==> config.mk <==
export PLATFORM = sky130hd
export DESIGN_NAME = control_sequencer
export DESIGN_NICKNAME = d
export VERILOG_FILES = /design/src/rtl/control_sequencer.sv
export SDC_FILE = /design/constraint.sdc
export NUM_CORES = 1
export LEC_CHECK = 0
export BUFFER_PORTS_ARGS = -buffer_cell sky130_fd_sc_hd__buf_2
export CORE_MARGIN = 2
export CORE_UTILIZATION = 50
export CTS_CLUSTER_DIAMETER = 200
export DETAILED_ROUTE_END_ITERATION = 16
export GPL_TIMING_DRIVEN = 0
export MAX_ROUTING_LAYER = met4
export PLACE_DENSITY = 0.87
export SYNTH_ARGS = -nofsm -noshare
export SYNTH_HDL_FRONTEND = slang
export SYNTH_SLANG_ARGS = --single-unit
==> constraint.sdc <==
create_clock -name clk -period 2.4 [get_ports clk]
set_clock_uncertainty 0.05 [all_clocks]
set_input_delay 0.72 -clock clk [delete_from_list [all_inputs] [get_ports clk]]
set_output_delay 0.72 -clock clk [all_outputs]
set_load 0.03 [all_outputs]
==> src/rtl/control_sequencer.sv <==
// Accumulator-machine instruction sequencer: fetch/decode/exec/mem FSM with zero flag.
// Optional single-step gating when STEP_EN is defined (adds the step input and a WAIT state).
module control_sequencer #(
  parameter int          PROG_AW  = 8,
  parameter int unsigned RESET_PC = 0
) (
  input  logic               clk,
  input  logic               reset,
  input  logic               start,
`ifdef STEP_EN
  input  logic               step,
`endif
  output logic [PROG_AW-1:0] prog_addr,
  input  logic [19:0]        prog_data,
  output logic [15:0]        arg,
  output logic               ctl_arg,
  output logic               ctl_nad,
  output logic               ctl_shl,
  output logic               ctl_shr,
  output logic               ctl_read,
  output logic               ctl_write,
  output logic               ctl_acc,
  input  logic               is_zero,
  output logic               halted,
  output logic               busy
);

  localparam logic [PROG_AW-1:0] RST_PC = PROG_AW'(RESET_PC);
  localparam logic [PROG_AW-1:0] ONE    = PROG_AW'(1);

  localparam logic [3:0] OP_NOP  = 4'h0;
  localparam logic [3:0] OP_LDI  = 4'h1;
  localparam logic [3:0] OP_LD   = 4'h2;
  localparam logic [3:0] OP_ST   = 4'h3;
  localparam logic [3:0] OP_NAND = 4'h4;
  localparam logic [3:0] OP_SHL  = 4'h5;
  localparam logic [3:0] OP_SHR  = 4'h6;
  localparam logic [3:0] OP_JMP  = 4'h7;
  localparam logic [3:0] OP_JZ   = 4'h8;
  localparam logic [3:0] OP_JNZ  = 4'h9;
  localparam logic [3:0] OP_HALT = 4'hF;

  typedef enum logic [2:0] {
    S_IDLE,
    S_FETCH,
    S_DECODE,
    S_EXEC,
    S_MEM,
    S_HALT,
    S_WAIT
  } state_t;

`ifdef STEP_EN
  localparam state_t S_NEXT = S_WAIT;
`else
  localparam state_t S_NEXT = S_FETCH;
`endif

  state_t             state;
  state_t             state_nx;
  logic [PROG_AW-1:0] pc;
  logic [PROG_AW-1:0] pc_nx;
  logic [19:0]        ir;
  logic [19:0]        ir_nx;
  logic               zf;
  logic               zf_nx;
  logic [3:0]         op;
  logic [PROG_AW-1:0] tgt;
  logic [PROG_AW-1:0] pc_inc;

  assign op        = ir[19:16];
  assign tgt       = ir[PROG_AW-1:0];
  assign pc_inc    = pc + ONE;
  assign prog_addr = pc;
  assign halted    = (state == S_HALT);
  assign busy      = (state == S_FETCH) || (state == S_DECODE)
                  || (state == S_EXEC)  || (state == S_MEM);

  always_ff @(posedge clk) begin
    if (reset) begin
      state <= S_IDLE;
      pc    <= RST_PC;
      ir    <= '0;
      zf    <= 1'b0;
    end else begin
      state <= state_nx;
      pc    <= pc_nx;
      ir    <= ir_nx;
      zf    <= zf_nx;
    end
  end

  always_comb begin
    state_nx  = state;
    pc_nx     = pc;
    ir_nx     = ir;
    zf_nx     = zf;
    arg       = '0;
    ctl_arg   = 1'b0;
    ctl_nad   = 1'b0;
    ctl_shl   = 1'b0;
    ctl_shr   = 1'b0;
    ctl_read  = 1'b0;
    ctl_write = 1'b0;
    ctl_acc   = 1'b0;

    unique case (state)
      S_IDLE: begin
        if (start) state_nx = S_NEXT;
      end
      S_FETCH: begin
        state_nx = S_DECODE;
      end
      S_DECODE: begin
        ir_nx    = prog_data;
        state_nx = S_EXEC;
      end
      S_EXEC: begin
        arg      = ir[15:0];
        state_nx = S_NEXT;
        pc_nx    = pc_inc;
        unique case (op)
          OP_LDI: begin
            ctl_arg = 1'b1;
            ctl_acc = 1'b1;
          end
          OP_LD, OP_NAND: begin
            ctl_read = 1'b1;
            state_nx = S_MEM;
            pc_nx    = pc;
          end
          OP_ST: ctl_write = 1'b1;
          OP_SHL: begin
            ctl_shl = 1'b1;
            ctl_acc = 1'b1;
          end
          OP_SHR: begin
            ctl_shr = 1'b1;
            ctl_acc = 1'b1;
          end
          OP_JMP: pc_nx = tgt;
          OP_JZ: begin
            if (zf) pc_nx = tgt;
          end
          OP_JNZ: begin
            if (!zf) pc_nx = tgt;
          end
          OP_HALT: begin
            state_nx = S_HALT;
            pc_nx    = pc;
          end
          OP_NOP: ;
          default: ;
        endcase
      end
      S_MEM: begin
        arg      = ir[15:0];
        ctl_read = 1'b1;
        ctl_acc  = 1'b1;
        ctl_nad  = (op == OP_NAND);
        pc_nx    = pc_inc;
        state_nx = S_NEXT;
      end
      S_HALT: begin
        // pc keeps pointing at the HALT word until restarted
        if (start) begin
          pc_nx    = RST_PC;
          zf_nx    = 1'b0;
          state_nx = S_NEXT;
        end
      end
      S_WAIT: begin
`ifdef STEP_EN
        if (step) state_nx = S_FETCH;
`else
        state_nx = S_IDLE;
`endif
      end
      default: state_nx = S_IDLE;
    endcase

    if (ctl_acc) zf_nx = is_zero;
  end

endmodule

==> impl_metrics.csv <==
group,metric,value,unit
timing,finalSetupViolCount,0,
clocking,clk_latency,330,ps
synth,yosys_register_bits,32,
critical_path,reg2reg_to,"prog_addr[0]$_SDFFE_PP0P_",
critical_path,rr_worst_depth,5,
drt,drt-total-wl,4327,um
hold_path,whs_path_depth,2,
critical_path,cp-start-kind,"flop",
synth,synth_top_family_by_area,"simple AND/OR/NAND/NOR gates",
drt,dr_total_vias,1804,
pwr,ir_drop,0.0005730,V
drt,routed_via_density,5.322,
global_route,antenna_found_initial,0,
critical_path,critical_path_buf_inv_count,2,
synth,muxShareOfSynthArea,0.005755,
cells_and_area,nNetsFinal,318,
hold_path,holdPathEnd,"ir[13]$_SDFFE_PP0N_",
cells_and_area,multiInputGateArea,1052,sq um
synth,ys_warn_count,0,
global_route,overflow,0,
clocking,cts.clk_slew.worst_paths,90,ps
critical_path,timing.rr.start,"ir[19]$_SDFFE_PP0N_",
global_route,grtUsageTotal,0.2273,
run_status,status,"finished, final reports clean",
cells_and_area,final_util,0.6730,
critical_path,cpMostUsedCell,"buf_4",
timing,max_slew_margin,0.6515,
synth,synth_cells,226,
floorplanning,die_w,62.98,um
synth,synthSimpleGateAreaFrac,0.3252,
timing,max_freq,425.2,MHz
synth,synth_xor_area_frac,0.03022,
synth,synth_edf_count,0,
floorplanning,start_util,0.5212,
drt,drt_iter0_drc,121,
timing,slew_viol_final,0,
cells_and_area,num_antenna_cells,0,
clocking,clockBufferDepth,2,
placement,io_buffers,55,
drt,route.detailed.drc,0,
global_route,grt_pass1_wl,7217,um
clocking,cts_tree,"done",
critical_path,cp.arrival,1580,ps
floorplanning,fp-row-count,21,
critical_path,worstPathMaxFanout,4,
synth,netlist_area,1739,sq um
drt,wl_per_cell,12.76,um
synth,ys_seq_area_frac,0.3683,
clocking,cts-root-buf,"clkbuf_4",
placement,hpwl,3046,um
synth,synth-main-ff-cell,"dfxtp_1",
placement,dp.cells,327,
critical_path,end_kind,"primary output",
global_route,grt_pass1_vias,1741,
hold_path,worst_hold_path_type,"flop to flop",
critical_path,criticalPathCategory,"flop to primary output",
synth,yosys.cell_types.count,46,
floorplanning,die_area,3966,sq um
cells_and_area,layout_commonest_cell,"nand2_1",
critical_path,cpMaxStageDelayCell,"dfxtp_4",
floorplanning,die_y,62.98,um
drt,first_pass_iters,4,
cells_and_area,fillers,283,
critical_path,ff2ff_setup_slack,430,ps
critical_path,critPathTopFamily,"simple AND/OR/NAND/NOR gates",
pwr,p_leak,0.9186,nW
cells_and_area,final_cells,339,
synth,synth_adder_area_share,0.007194,
synth,syn-num-nets,251,
placement,routabilityCongestion,0.8626,
global_route,grt_start_max_net_pins,11,
timing,hold_violations,0,
critical_path,crit_chain,"nand3b_1 -> buf_4 -> nor4_2 -> buf_4",
timing,period_share,0.9800,
cells_and_area,mostFrequentLayoutCells,"44 x nand2_1, 43 x buf_2, 31 x a21oi_1, 29 x dfxtp_1, 22 x buf_4",
cells_and_area,drive_gt1_frac,0.3242,
timing,tightestPinTransition,522.8,ps
clocking,cts_max_level,2,
cells_and_area,ff_latch_area,649.4,sq um
timing,holdWs,407.9,ps
pwr,power_density,716.9,nW/um^2
cells_and_area,syn_to_final_growth,29.14,%
timing,rsz0062_at_grt,"true",
hold_path,hold_path.startpoint,"ir[13]$_SDFFE_PP0N_",
clocking,numCtsBuffers,5,
timing,period_needed,2352,ps
floorplanning,boundaryPins,57,
drt,detail-route-antenna-nets,0,
critical_path,crit_required,1630,ps
synth,synth-async-reset-ratio,0,
clocking,clock_sinks,32,
flow_run,cap_violations,0,
critical_path,cp_slowest_stage_delay,360,ps
floorplanning,core_area,3337,sq um
synth,synth_compound_area_frac,0.2137,
synth,postSynthAreaPerCell,7.695,sq um
-- power breakdown --
part | internal (W) | total [W] | switching (W)
clock network | 0.000108 | 0.000285 | 0.000177
registers | 0.000629 | 0.000710 | 0.0000812
logic | 0.000235 | 0.000616 | 0.000381
-- through the flow --
stage / area (sq um) / TNS [ps] / power (W) / setup slack (ps)
3_5_place_dp: 2078 / -956.3 / 0.001277 / -108.3
5_1_grt: 2246 / -78.38 / 0.001717 / -48.42
4_1_cts: 2213 / 0 / 0.001604 / 2.711
6_report: 2246 / 0 / 0.001610 / 47.94
2_1_floorplan: 1745 / 0 / 0.001136 / 36.18
3_3_place_gp: 2078 / -819.1 / 0.001259 / -92.83
-- state kept, by name, indices dropped and copies added, names as in the netlist --
signal / flops
zf: 1
state: 3
ir: 20
prog_addr: 8
-- cell families (layout without fill, tap and decap cells) --
logic type,count (synthesis),count (layout)
multiplexers,1,1
flip-flops,32,32
AND/OR/NAND/NOR,111,111
buffers and inverters,21,88
XOR/XNOR,6,6
adder cells (fa/ha/maj),1,1
AO/OA/AOI/OAI,54,54
-- worst reg2reg max path: cells and delay by family (launching register included) --
kind            cells  cell delay (ps)
flops               1              540
compound gates      4              820
simple gates        1              450
-- what timing repair did --
item	4_1_cts	5_1_grt
hold buffers	0	0
endpoints found under the setup margin	20	17
pin swaps	4	5
gates resized for setup	20	16
buffers inserted	5	1
-- synthesized netlist by cell type, types with 2 or more instances --
cell      number  area (sq um)
o21ai_0        4         20.02
dfxtp_1       32         640.6
o21ai_4        2         32.53
nand2b_1       8         50.05
nor4_1         3         18.77
nand3_1        6         30.03
nand3b_1       2         15.01
nor3_1         6         30.03
nor2_1         9         33.78
a21oi_1       31         155.2
xor2_1         2         17.52
nand2_1       46         172.7
and2_1        17         106.4
clkbuf_1       9         33.78
inv_1          8         30.03
buf_2          3         15.01
xnor2_1        4         35.03
nor3b_1        2         15.01
a221oi_2       3         45.04
o32ai_1        3         26.28
-- routing by layer --
layer / global-route usage / up-vias / share of wire
li1: - / 909 / -
met1: 0.2819 / 832 / 0.44
met2: 0.3737 / 56 / 0.48
met3: 0.03964 / 7 / 0.061
met4: 0.07500 / 0 / 0.012
met5: - / - / 0
-- area by class of cell --
class | count | area share
clock inverters | 1 | 0.002228
multi-input cells | 173 | 0.4685
repair buffers | 61 | 0.1582
plain buffers | 12 | 0.02451
inverters | 8 | 0.01337
flip-flops and latches | 32 | 0.2891
clock buffers | 6 | 0.01838
well taps | 46 | 0.02563
-- how the worst max path moves through the flow --
stage	start	endpoint	slack [ps]	depth (start not counted)
after floorplan	state[0]$_SDFFE_PP0P_	ctl_shr	40	3
after global placement	state[0]$_SDFFE_PP0P_	arg[4]	-90	7
after detailed placement	state[0]$_SDFFE_PP0P_	arg[4]	-110	7
after CTS	state[2]$_SDFFE_PP0P_	ctl_write	3	5
after global routing	state[2]$_SDFFE_PP0P_	ctl_write	-50	5
final	state[2]$_SDFFE_PP0P_	ctl_shr	50	4
No activity file was read; power rests on OpenSTA's default activity.
